===== src/rtl/fetch_unit.sv =====
// PC and instruction-fetch stage: holds the PC, addresses instruction memory,
// computes the next PC and sequences boot/run/halt with a retired counter.
//
//   state | meaning
//   ------+-----------------------------------------------------------
//   BOOT  | first cycle after reset, NOP presented, PC held
//   RUN   | fetching; PC advances unless stalled or halt word seen
//   HALT  | halt word fetched; NOP presented, everything frozen
module fetch_unit #(
    parameter logic [31:0] RESET_PC  = 32'h0000_0000,
    parameter int          IMEM_AW   = 10,
    parameter logic [31:0] HALT_WORD = 32'hFFFF_FFFF
) (
    input  logic               clk,
    input  logic               reset,
    input  logic               stall,
    input  logic               is_jump,
    input  logic               is_branch,
    input  logic               branch_taken,
    input  logic               jump_reg,
    input  logic [31:0]        reg_target,
    input  logic [15:0]        imm16,
    input  logic [25:0]        addr26,
    output logic [IMEM_AW-1:0] imem_addr,
    input  logic [31:0]        imem_data,
    output logic [31:0]        instruction,
    output logic [31:0]        pc,
    output logic [31:0]        pc_plus4,
    output logic               halted,
    output logic [31:0]        retired_count
);

    typedef enum logic [1:0] {
        BOOT = 2'd0,
        RUN  = 2'd1,
        HALT = 2'd2
    } state_t;

    state_t      state;
    state_t      state_next;
    logic        advance;
    logic [31:0] branch_off;
    logic [31:0] next_pc;
    logic        unused_target_lsbs;

    // Word-aligned register targets drop their low bits without complaint.
    assign unused_target_lsbs = ^reg_target[1:0];

    assign pc_plus4   = pc + 32'd4;
    assign imem_addr  = pc[IMEM_AW+1:2];
    assign branch_off = {{14{imm16[15]}}, imm16, 2'b00};

    always_comb begin
        next_pc = pc_plus4;
        if (jump_reg) begin
            next_pc = {reg_target[31:2], 2'b00};
        end else if (is_jump) begin
            next_pc = {pc_plus4[31:28], addr26, 2'b00};
        end else if (is_branch && branch_taken) begin
            next_pc = pc_plus4 + branch_off;
        end
    end

    always_ff @(posedge clk) begin
        if (reset) begin
            state <= BOOT;
        end else begin
            state <= state_next;
        end
    end

    always_comb begin
        state_next = state;
        case (state)
            BOOT:    state_next = RUN;
            RUN:     if (imem_data == HALT_WORD) state_next = HALT;
            HALT:    state_next = HALT;
            default: state_next = BOOT;
        endcase
    end

    always_comb begin
        instruction = 32'h0000_0000;
        advance     = 1'b0;
        if (state == RUN) begin
            instruction = imem_data;
            advance     = (imem_data != HALT_WORD) && !stall;
        end
    end

    always_ff @(posedge clk) begin
        if (reset) begin
            pc            <= RESET_PC;
            retired_count <= 32'd0;
            halted        <= 1'b0;
        end else begin
            halted <= (state_next == HALT);
            if (advance) begin
                pc            <= next_pc;
                retired_count <= retired_count + 32'd1;
            end
        end
    end

endmodule


===== config.mk =====
export PLATFORM = sky130hd
export DESIGN_NAME = fetch_unit
export DESIGN_NICKNAME = d
export VERILOG_FILES = /design/src/rtl/fetch_unit.sv
export SDC_FILE = /design/constraint.sdc
export NUM_CORES = 1
export LEC_CHECK = 0
export ABC_AREA = 0
export BUFFER_PORTS_ARGS = -buffer_cell sky130_fd_sc_hd__buf_2
export CAP_MARGIN = 20
export CORE_MARGIN = 2
export CORE_UTILIZATION = 36
export CTS_BUF_LIST = sky130_fd_sc_hd__clkbuf_4 sky130_fd_sc_hd__clkbuf_8 sky130_fd_sc_hd__clkbuf_16
export DETAILED_ROUTE_END_ITERATION = 8
export GPL_TIMING_DRIVEN = 0
export MAX_ROUTING_LAYER = met4
export PLACE_DENSITY_LB_ADDON = 0.12
export SLEW_MARGIN = 25
export SYNTH_ARGS = -nofsm -noshare
export SYNTH_HDL_FRONTEND = slang
export SYNTH_SLANG_ARGS = --single-unit

===== constraint.sdc =====
create_clock -name clk -period 3.4 [get_ports clk]
set_input_delay 0.17 -clock clk [delete_from_list [all_inputs] [get_ports clk]]
set_output_delay 0.17 -clock clk [all_outputs]
set_load 0.03 [all_outputs]

==> flow_summary_export.csv, run 1 <==
group,metric,value,unit
run_status,run_status,"complete, but fails checks",
run_status,violations,"setup timing",
pwr,p_leak,0.004169,uW
timing,fin_skew,0.009475,ns
setup_path,crit_path_max_fanout,5,
pwr,power.internal,1843,uW
floorplan,initial_core_util,36.62,%
logic_synthesis,synth_top_flop_cell,"dfxtp_1",
clock_tree,cts_tree,"yes",
cells_and_area,fin_nets,1238,
logic_synthesis,yosys_register_bits,65,
logic_synthesis,postSynthCellCount,768,
route,wirelength,26040,um
global_routing,grt_pass1_wl,37370,um
route,drt_first_pass_iters,5,
timing,post-route-period-util,109.9,%
pwr,swShare,37.30,%
global_routing,antenna_found_initial,2,
timing,min_period,3.736,ns
placement,finalWeightedCongestion,0.8953,
route,ant_nets,0,
cells_and_area,syn_to_final_growth,59.01,%
floorplan,die_w,130.9,um
logic_synthesis,synth_top_cell_area_share,22.45,%
placement,io_buffer_count,244,
clock_tree,postCtsHoldBufs,0,
setup_path,critPathLaunch,"pc[15]",
placement,place_inst,1231,
clock_tree,cts_buffer_depth,2,
route,via_per_inst,5.455,
pwr,clkPwrFrac,33.9,%
pwr,cellPowerDensity,319.0,mW/mm^2
logic_synthesis,syn_area,0.005797,mm^2
route,drcViolationCount,0,
timing,rsz0062_at_grt,"true",
clock_tree,cts_made_buffers,9,
setup_path,criticalPathCategory,"register to register",
clock_tree,numClockSinks,65,
setup_path,r2r_start,"pc[15]",
setup_path,critPathSlowestCell,"dfxtp_4",
floorplan,die_y,130.9,um
placement,dp_hpwl,19250,um
flow_run,drv_cap,0,
timing,worst_slack,-0.3362,ns
timing,setup_violations,10,
setup_path,slowest_delay,0.35,ns
setup_path,critical_path.cell_chain,"and4_4, nand4_1, buf_6, nor4b_4, buf_12, buf_4, nand3_2, xnor2_4, ha_4, and3_1, nand4_1, nor2_2, a221oi_4, buf_4, and3_4, nor3_2, a211oi_2, o41ai_2",
clock_tree,root_buffer,"clkbuf_16",
logic_synthesis,yosys.area.top_type,"dfxtp_1",
global_routing,grt_overflow,0,
route,vias,7135,
logic_synthesis,synth_area_leaders,"dfxtp_1 (22%), ha_1 (8.2%), xor2_1 (6.3%)",
cells_and_area,fillers,1502,
logic_synthesis,synthDistinctLibCells,71,
pwr,power,2940,uW
worst_hold_path,whs_path_depth,3,
logic_synthesis,async_reset_ff_share,0,%
floorplan,die_area,0.01713,mm^2
clock_tree,insertion_delay,0.34,ns
pwr,seqPwrFrac,28.0,%
route,wire_per_inst,19.91,um
global_routing,grt_usage,30.09,%
setup_path,r2r_cells,18,
floorplan,core,0.01583,mm^2
route,drtIter0Drc,535,
timing,fmax,267.7,MHz
cells_and_area,final-instance-count-excl-fill,1308,
worst_hold_path,holdPathEnd,"pc[16]",
setup_path,crit_arrival,3.98,ns
worst_hold_path,hp-class,"input pin to register",
global_routing,grt_max_degree,25,
timing,finalMaxSlewViolations,0,
timing,slew_headroom,39.76,%
timing,hold_viol_final,0,
clock_tree,clk_pin_slew,0.06,ns
floorplan,floorplan.rows,46,
logic_synthesis,synth-edff-count,0,
logic_synthesis,synth_common_cells,"nor2_1 (92), nand2_1 (77), dfxtp_1 (65), a21oi_1 (46), xor2_1 (42)",
logic_synthesis,syn_avg_cell_area,7.548,um^2
logic_synthesis,yosysMostFrequentCell,"nor2_1",
pwr,power_switching,1097,uW
clock_tree,cts_max_level,3,
floorplan,io_pins,252,
setup_path,required,3.64,ns
global_routing,grt_pass1_vias,6906,
pwr,peakVddDrop,0.0002201,V
timing,worst_pin_slew,0.9036,ns
logic_synthesis,yosysWarnings,0,
logic_synthesis,ys_seq_area_share,22.45,%
placement,pre_cts_ws,-0.8192,ns
pwr,power_frac_comb,38.1,%
setup_path,rrSetupSlack,-0.34,ns
worst_hold_path,worstHoldStart,"addr26[14]",
cells_and_area,drive_gt1_share,43.85,%
setup_path,worstSetupStartpointType,"register",
setup_path,r2r-end,"pc[29]",
setup_path,cp-end-kind,"register",
## critical path, delay by kind of cell (launching register included)
kind	cells	cell delay (ns)
compound gates	3	0.45
simple gates	9	1.71
flops	1	0.35
fa+ha+maj	1	0.32
xor+xnor	1	0.19
buf+inv	4	0.60
## state kept, by name (all words and copies together) (netlist names)
register,flops
retired_count,32
pc,30
state,2
halted,1
## layer usage
layer / vias to the layer above / wire length, um / GRT usage, %
li1: 3398 / - / -
met1: 3349 / 10170 / 34.36
met2: 322 / 12940 / 51.59
met3: 66 / 1968 / 6.393
met4: 0 / 958 / 11.83
met5: - / 0 / -
## cells in the final DEF (no fill, tap or decap), drive strengths merged, types with 4 or more instances in the layout
cell type  count
or3            4
ha            38
a211o          4
a31oi          7
nor4           5
xor2          42
conb           4
clkbuf        44
a221oi         5
o22ai          5
a311oi         5
buf          323
nor3          19
nand2b         5
o211ai        13
a211oi        19
o21a           5
a21o           7
inv           12
a21oi         47
nor2          93
dfxtp         65
and3          19
o31ai          4
o21ai         30
and2          37
nand3         32
and4           7
nor2b          4
a2111oi        4
nand3b         4
nand4         21
o21bai         4
xnor2         39
nand2         77
## stage by stage
stage          cell area (um^2)  util [%]  hold slack, ns  TNS (ns)
2_1_floorplan              6290         -          0.3613    -1.161
3_3_place_gp               7781     49.16          0.4350    -5.543
3_5_place_dp               7781     49.16          0.4516    -5.316
4_1_cts                    8778     55.46          0.1182    -1.723
5_1_grt                    9218     58.24          0.1351    -3.234
6_report                   9218     58.24          0.1248    -1.672
## timing repair
action | CTS | global route
gates resized for setup | 54 | 61
setup buffers | 50 | 13
pin swaps | 52 | 58
endpoints found under the setup margin | 14 | 13
## logic make-up (layout without fill, tap and decap cells)
family                     count (synthesis)  count (layout)  share of synthesized area, %
and+or+nand+nor                          336             336                         29.01
AOI/OAI and AO/OA                        180             180                         21.89
xor gates and xnor gates                  81              81                         12.37
DFF                                       65              65                         22.45
buffers and inverters                     63             382                         5.159
adders and majority gates                 39              39                         8.547
muxes                                      3               3                        0.5180
other                                      1               6                       0.06469
## final cells by class
cell class | instances | area (um^2) | share of cell area (%)
multi-input combinational | 643 | 5225 | 56.69
timing repair buffer | 307 | 1765 | 19.15
sequential | 65 | 1355 | 14.70
tap | 216 | 270.3 | 2.932
clock buffer | 10 | 250.2 | 2.715
buffer | 50 | 247.7 | 2.688
clock inverter | 5 | 61.31 | 0.6651
inverter | 10 | 37.54 | 0.4072
antenna | 2 | 5.005 | 0.05430
## power by group through the flow
stage                     registers (uW)  clock network [uW]  logic, uW
after CTS                            821                1010       1030
after detailed placement             860                   0        917
after global placement               860                   0        918
after global routing                 825                1040       1200
after floorplan                      893                   0        583
final                                822                 998       1120
## how the worst max path moves through the flow
stage / slack, ns / cells after the start / endpoint
2_1_floorplan: -0.36 / 13 / pc[31]
3_3_place_gp: -0.86 / 16 / pc[31]
3_5_place_dp: -0.82 / 16 / pc[31]
4_1_cts: -0.41 / 16 / pc[31]
5_1_grt: -0.50 / 16 / pc[31]
6_report: -0.34 / 18 / pc[29]
Power figures use the tool's default switching activity.
==> inputs of run 2 (changes only) <==
CORE_ASPECT_RATIO = 1.25   (was unset)
==> run 2 against run 1 <==
- global-route usage down 0.91 points
- clock skew down 0.0034 ns
- routed wire length down 4.4%
- sequential power about the same
- the flow still finishes with violations (setup timing)
- die area about the same
- register-to-register slack better by 0.05 ns
==> flow_summary_export.csv, run 2 (synthesis results as in run 1) <==
group,metric,value,unit
run_status,run_status,"complete, but fails checks",
run_status,violations,"setup timing",
floorplan,initial_core_util,36.93,%
route,via_per_inst,5.441,
clock_tree,insertion_delay,0.35,ns
clock_tree,cts_max_level,3,
placement,finalWeightedCongestion,0.9112,
timing,post-route-period-util,108.3,%
timing,setup_violations,11,
clock_tree,cts_made_buffers,9,
route,drcViolationCount,0,
setup_path,required,3.66,ns
route,wire_per_inst,19.14,um
cells_and_area,final_common_cell,"buf_2",
global_routing,grt_usage,29.18,%
global_routing,grt_overflow,0,
route,wirelength,24900,um
pwr,seqPwrFrac,28.9,%
worst_hold_path,worstHoldStart,"reg_target[20]",
cells_and_area,syn_to_final_growth,53.77,%
pwr,swShare,37.95,%
floorplan,die_area,0.01714,mm^2
clock_tree,postCtsHoldBufs,0,
cells_and_area,top_register,"retired_count",
cells_and_area,final-instance-count-excl-fill,1301,
pwr,cellPowerDensity,318.5,mW/mm^2
setup_path,crit_path_max_fanout,5,
floorplan,io_pins,252,
cells_and_area,final_cell_mix,"buf_2 (244), nor2_1 (89), nand2_1 (73)",
setup_path,criticalPathCategory,"register to register",
route,drt_first_pass_iters,7,
setup_path,crit_arrival,3.94,ns
pwr,p_leak,0.004092,uW
timing,worst_pin_slew,0.8318,ns
worst_hold_path,hp-class,"input pin to register",
setup_path,critPathLaunch,"pc[8]",
clock_tree,cts_buffer_depth,2,
timing,min_period,3.682,ns
cells_and_area,largest_reg_flops,32,
cells_and_area,fin_nets,1232,
route,ant_nets,0,
route,drtIter0Drc,405,
pwr,power_switching,1077,uW
clock_tree,root_buffer,"clkbuf_16",
timing,hold_viol_final,0,
pwr,clkPwrFrac,33.5,%
pwr,peakVddDrop,0.0002151,V
flow_run,drv_cap,0,
route,vias,7079,
cells_and_area,drive_gt1_share,41.94,%
floorplan,core,0.01570,mm^2
setup_path,r2r_start,"pc[8]",
pwr,power.internal,1762,uW
timing,fmax,271.6,MHz
global_routing,antenna_found_initial,4,
floorplan,floorplan.rows,51,
clock_tree,cts_tree,"yes",
clock_tree,numClockSinks,65,
timing,worst_slack,-0.2819,ns
placement,dp_hpwl,19180,um
floorplan,die_w,117.5,um
timing,rsz0062_at_grt,"true",
cells_and_area,fillers,1573,
timing,finalMaxSlewViolations,0,
timing,fin_skew,0.006063,ns
timing,setup_tns,-1.299,ns
floorplan,die_y,145.9,um
timing,slew_headroom,44.54,%
clock_tree,clk_pin_slew,0.06,ns
placement,place_inst,1227,
global_routing,grt_pass1_wl,37760,um
setup_path,cp-end-kind,"register",
global_routing,grt_max_degree,25,
global_routing,grt_pass1_vias,6937,
placement,io_buffer_count,244,
setup_path,worstSetupStartpointType,"register",
pwr,power_frac_comb,37.6,%
cells_and_area,top_regs,"retired_count (32), pc (30), state (2)",
run 2: cell types whose count changed in the layout (fill, tap and decap cells not counted), sizes merged:
cell      before  now
diode          2    4
clkinvlp       1    0
buf          323  317
clkinv         1    4
clkbuf        44   45
bufinv         1    0
inv           12   11
run 2: path summary, 6_finish.rpt:
path	to	slack, ns	depth (start not counted)
worst max-delay path	pc[31]	-0.28	15
worst min-delay path	pc[20]	0.12	3
worst max register to register	pc[31]	-0.28	15
worst min register to register	state[0]	0.45	1
run 2: through the flow:
stage          hold WS, ns  total power [uW]  worst slack, ns  area (um^2)  util, %
2_1_floorplan       0.3613              1476          -0.3573         6290        -
3_3_place_gp        0.4307              1774          -0.8627         7776    49.54
3_5_place_dp        0.4441              1774          -0.9020         7776    49.54
4_1_cts             0.1130              2812          -0.3968         8746    55.72
5_1_grt             0.1260              2958          -0.4671         8911    56.77
6_report            0.1236              2839          -0.2819         8914    56.78
run 2: repair_timing:
item                                    in CTS  in global routing
endpoints found under the setup margin      13                 13
setup buffers                               52                  5
resized for setup                           54                 24
pin swaps                                   49                 16
run 2: power groups by stage:
| stage | combinational (uW) | sequential (uW) | clock (uW) |
|---|---|---|---|
| floorplan | 583 | 893 | 0 |
| global placement | 918 | 856 | 0 |
| detailed placement | 917 | 857 | 0 |
| CTS | 1030 | 820 | 966 |
| global route | 1140 | 824 | 992 |
| finish | 1070 | 821 | 952 |
run 2: critical path, stage by stage (launching register included):
cell,delay [ns]
dfxtp_4,0.35
and4_4,0.24
nand3_4,0.14
nor2_4,0.24
buf_12,0.14
xor2_4,0.17
ha_4,0.23
a211o_1,0.26
a21oi_2,0.19
o21ai_2,0.09
a221o_1,0.40
a21o_4,0.23
a2111oi_4,0.35
o31ai_2,0.12
xor2_1,0.18
a221oi_2,0.25
run 2: metal layers:
| layer | track usage (%) | vias to the layer above | share of wire, % |
|---|---|---|---|
| li1 | - | 3394 | - |
| met1 | 31.98 | 3301 | 38 |
| met2 | 52.28 | 327 | 51 |
| met3 | 5.682 | 57 | 7.3 |
| met4 | 10.66 | 0 | 3.4 |
| met5 | - | - | 0 |
run 2: cell type report:
cell class              instances  area, um^2  area share, %
clock inverters                 5       36.28         0.4071
clock buffers                  11       264.0          2.962
inverters                      10       37.54         0.4211
multi-input cells             643        5001          56.11
diodes                          4       10.01         0.1123
well taps                     212       265.3          2.976
repair buffers                301        1697          19.03
plain buffers                  50       247.7          2.779
flip-flops and latches         65        1355          15.20
==> inputs of run 3 (changes only) <==
clock period = 4.79 ns   (was 3.4 ns; I/O delays follow)
==> run 3 against run 2 <==
- the run now ends clean
- sequential cell count unchanged
- design area down 14%
- non-clock buffer count fell by 53
- combinational power down 40%
- sequential power shrank 28%
- worst hold slack better by 0.060 ns
- first-iteration DRC count is 0.25% lower
- clock skew up 0.0013 ns
- routed wire length is 1.9% lower
- critical path depth unchanged
==> flow_summary_export.csv, run 3 (synthesis results as in run 1) <==
group,metric,value,unit
setup_path,criticalPathCategory,"register to register",
route,vias,6814,
timing,hold_viol_final,0,
cells_and_area,fin_nets,1179,
global_routing,grt_overflow,0,
cells_and_area,final_cell_mix,"buf_2 (246), nor2_1 (92), nand2_1 (77)",
timing,worst_pin_slew,0.8500,ns
clock_tree,numClockSinks,65,
timing,rsz0062_at_grt,"false",
timing,slew_headroom,43.33,%
placement,finalWeightedCongestion,0.9254,
pwr,cellPowerDensity,254.1,mW/mm^2
route,ant_nets,0,
timing,min_period,4.584,ns
global_routing,antenna_found_initial,3,
cells_and_area,top_regs,"retired_count (32), pc (30), state (2)",
cells_and_area,final_common_cell,"buf_2",
cells_and_area,syn_to_final_growth,31.88,%
setup_path,crit_path_max_fanout,10,
run_status,run_status,"completed",
timing,whs,0.1834,ns
global_routing,grt_usage,28.35,%
floorplan,die_area,0.01714,mm^2
timing,setup_tns,0,ns
global_routing,grt_pass1_vias,6606,
clock_tree,root_buffer,"clkbuf_16",
setup_path,cp-end-kind,"register",
setup_path,crit_arrival,4.78,ns
floorplan,die_y,145.9,um
pwr,p_leak,0.003605,uW
timing,setup_violations,0,
placement,dp_hpwl,19320,um
timing,fmax,218.2,MHz
pwr,peakVddDrop,0.0001645,V
timing,post-route-period-util,95.70,%
timing,finalMaxSlewViolations,0,
route,wirelength,24420,um
placement,io_buffer_count,244,
setup_path,worstSetupStartpointType,"register",
floorplan,core,0.01570,mm^2
floorplan,initial_core_util,36.93,%
clock_tree,cts_max_level,3,
cells_and_area,top_register,"retired_count",
worst_hold_path,hp-class,"input pin to register",
setup_path,required,4.99,ns
route,drtIter0Drc,404,
clock_tree,cts_made_buffers,9,
floorplan,floorplan.rows,51,
clock_tree,clk_pin_slew,0.06,ns
timing,fin_skew,0.007358,ns
route,wire_per_inst,19.55,um
route,drcViolationCount,0,
flow_run,drv_cap,0,
clock_tree,cts_buffer_depth,2,
floorplan,die_w,117.5,um
global_routing,grt_pass1_wl,36450,um
clock_tree,cts_tree,"yes",
cells_and_area,largest_reg_flops,32,
clock_tree,insertion_delay,0.35,ns
route,via_per_inst,5.456,
route,drt_first_pass_iters,5,
global_routing,grt_max_degree,25,
cells_and_area,drive_gt1_share,28.59,%
floorplan,io_pins,252,
-- run 3: layer usage --
metal,GRT usage (%),wire length (um)
met5,-,0
met1,30.71,9476
met3,5.133,1643
met4,11.63,830
met2,50.91,12470
-- run 3: what timing repair did --
action / CTS / global route
buffers inserted: 0 / 1
setup endpoints to repair: 0 / 2
hold buffers: 0 / 0
gates resized for setup: 0 / 2
-- run 3: cell type report --
| class | count | area, um^2 |
|---|---|---|
| clock inverter | 5 | 62.56 |
| multi-input combinational | 643 | 4223 |
| inverter | 10 | 37.54 |
| clock buffer | 11 | 252.7 |
| tap | 212 | 265.3 |
| antenna | 5 | 12.51 |
| timing repair buffer | 245 | 1229 |
| buffer | 53 | 261.5 |
| fill | 1705 | 8053 |
| sequential | 65 | 1301 |
-- run 3: path summary, 6_finish.rpt --
path | from | end | slack, ns | cells after the start
setup / recovery | pc[2] | pc[31] | 0.21 | 15
hold / removal | reg_target[20] | pc[20] | 0.18 | 3
setup reg to reg | pc[2] | pc[31] | 0.21 | 15
hold reg to reg | state[1] | state[0] | 0.45 | 1
-- run 3: power by group --
part           leakage (uW)  switching, uW  internal, uW
clock              0.000148            277           434
combinational       0.00293            411           229
sequential         0.000529           33.4           559
total               0.00361            721          1220
-- run 3: critical path, cell delays in order (launching register included) --
cell      delay (ns)
dfxtp_1         0.66
ha_1            0.35
nand2_1         0.14
nor2_1          0.38
xor2_1          0.35
ha_1            0.31
buf_6           0.14
a211o_1         0.30
a21oi_2         0.18
o21ai_1         0.09
a221o_1         0.44
a221oi_2        0.34
a211oi_1        0.12
o31ai_1         0.33
xor2_1          0.23
a221oi_2        0.08
-- run 3: through the flow --
stage	area (um^2)	std cells	worst slack (ns)	total power (uW)	utilization, %
after global placement	7295	1227	0.2327	1234	46.47
after floorplan	5808	771	0.4136	1019	-
after CTS	7610	1243	0.2099	1943	48.48
after global routing	7640	1247	0.02454	2024	48.67
after detailed placement	7295	1227	0.2546	1235	46.47
final	7645	1249	0.2060	1943	48.70
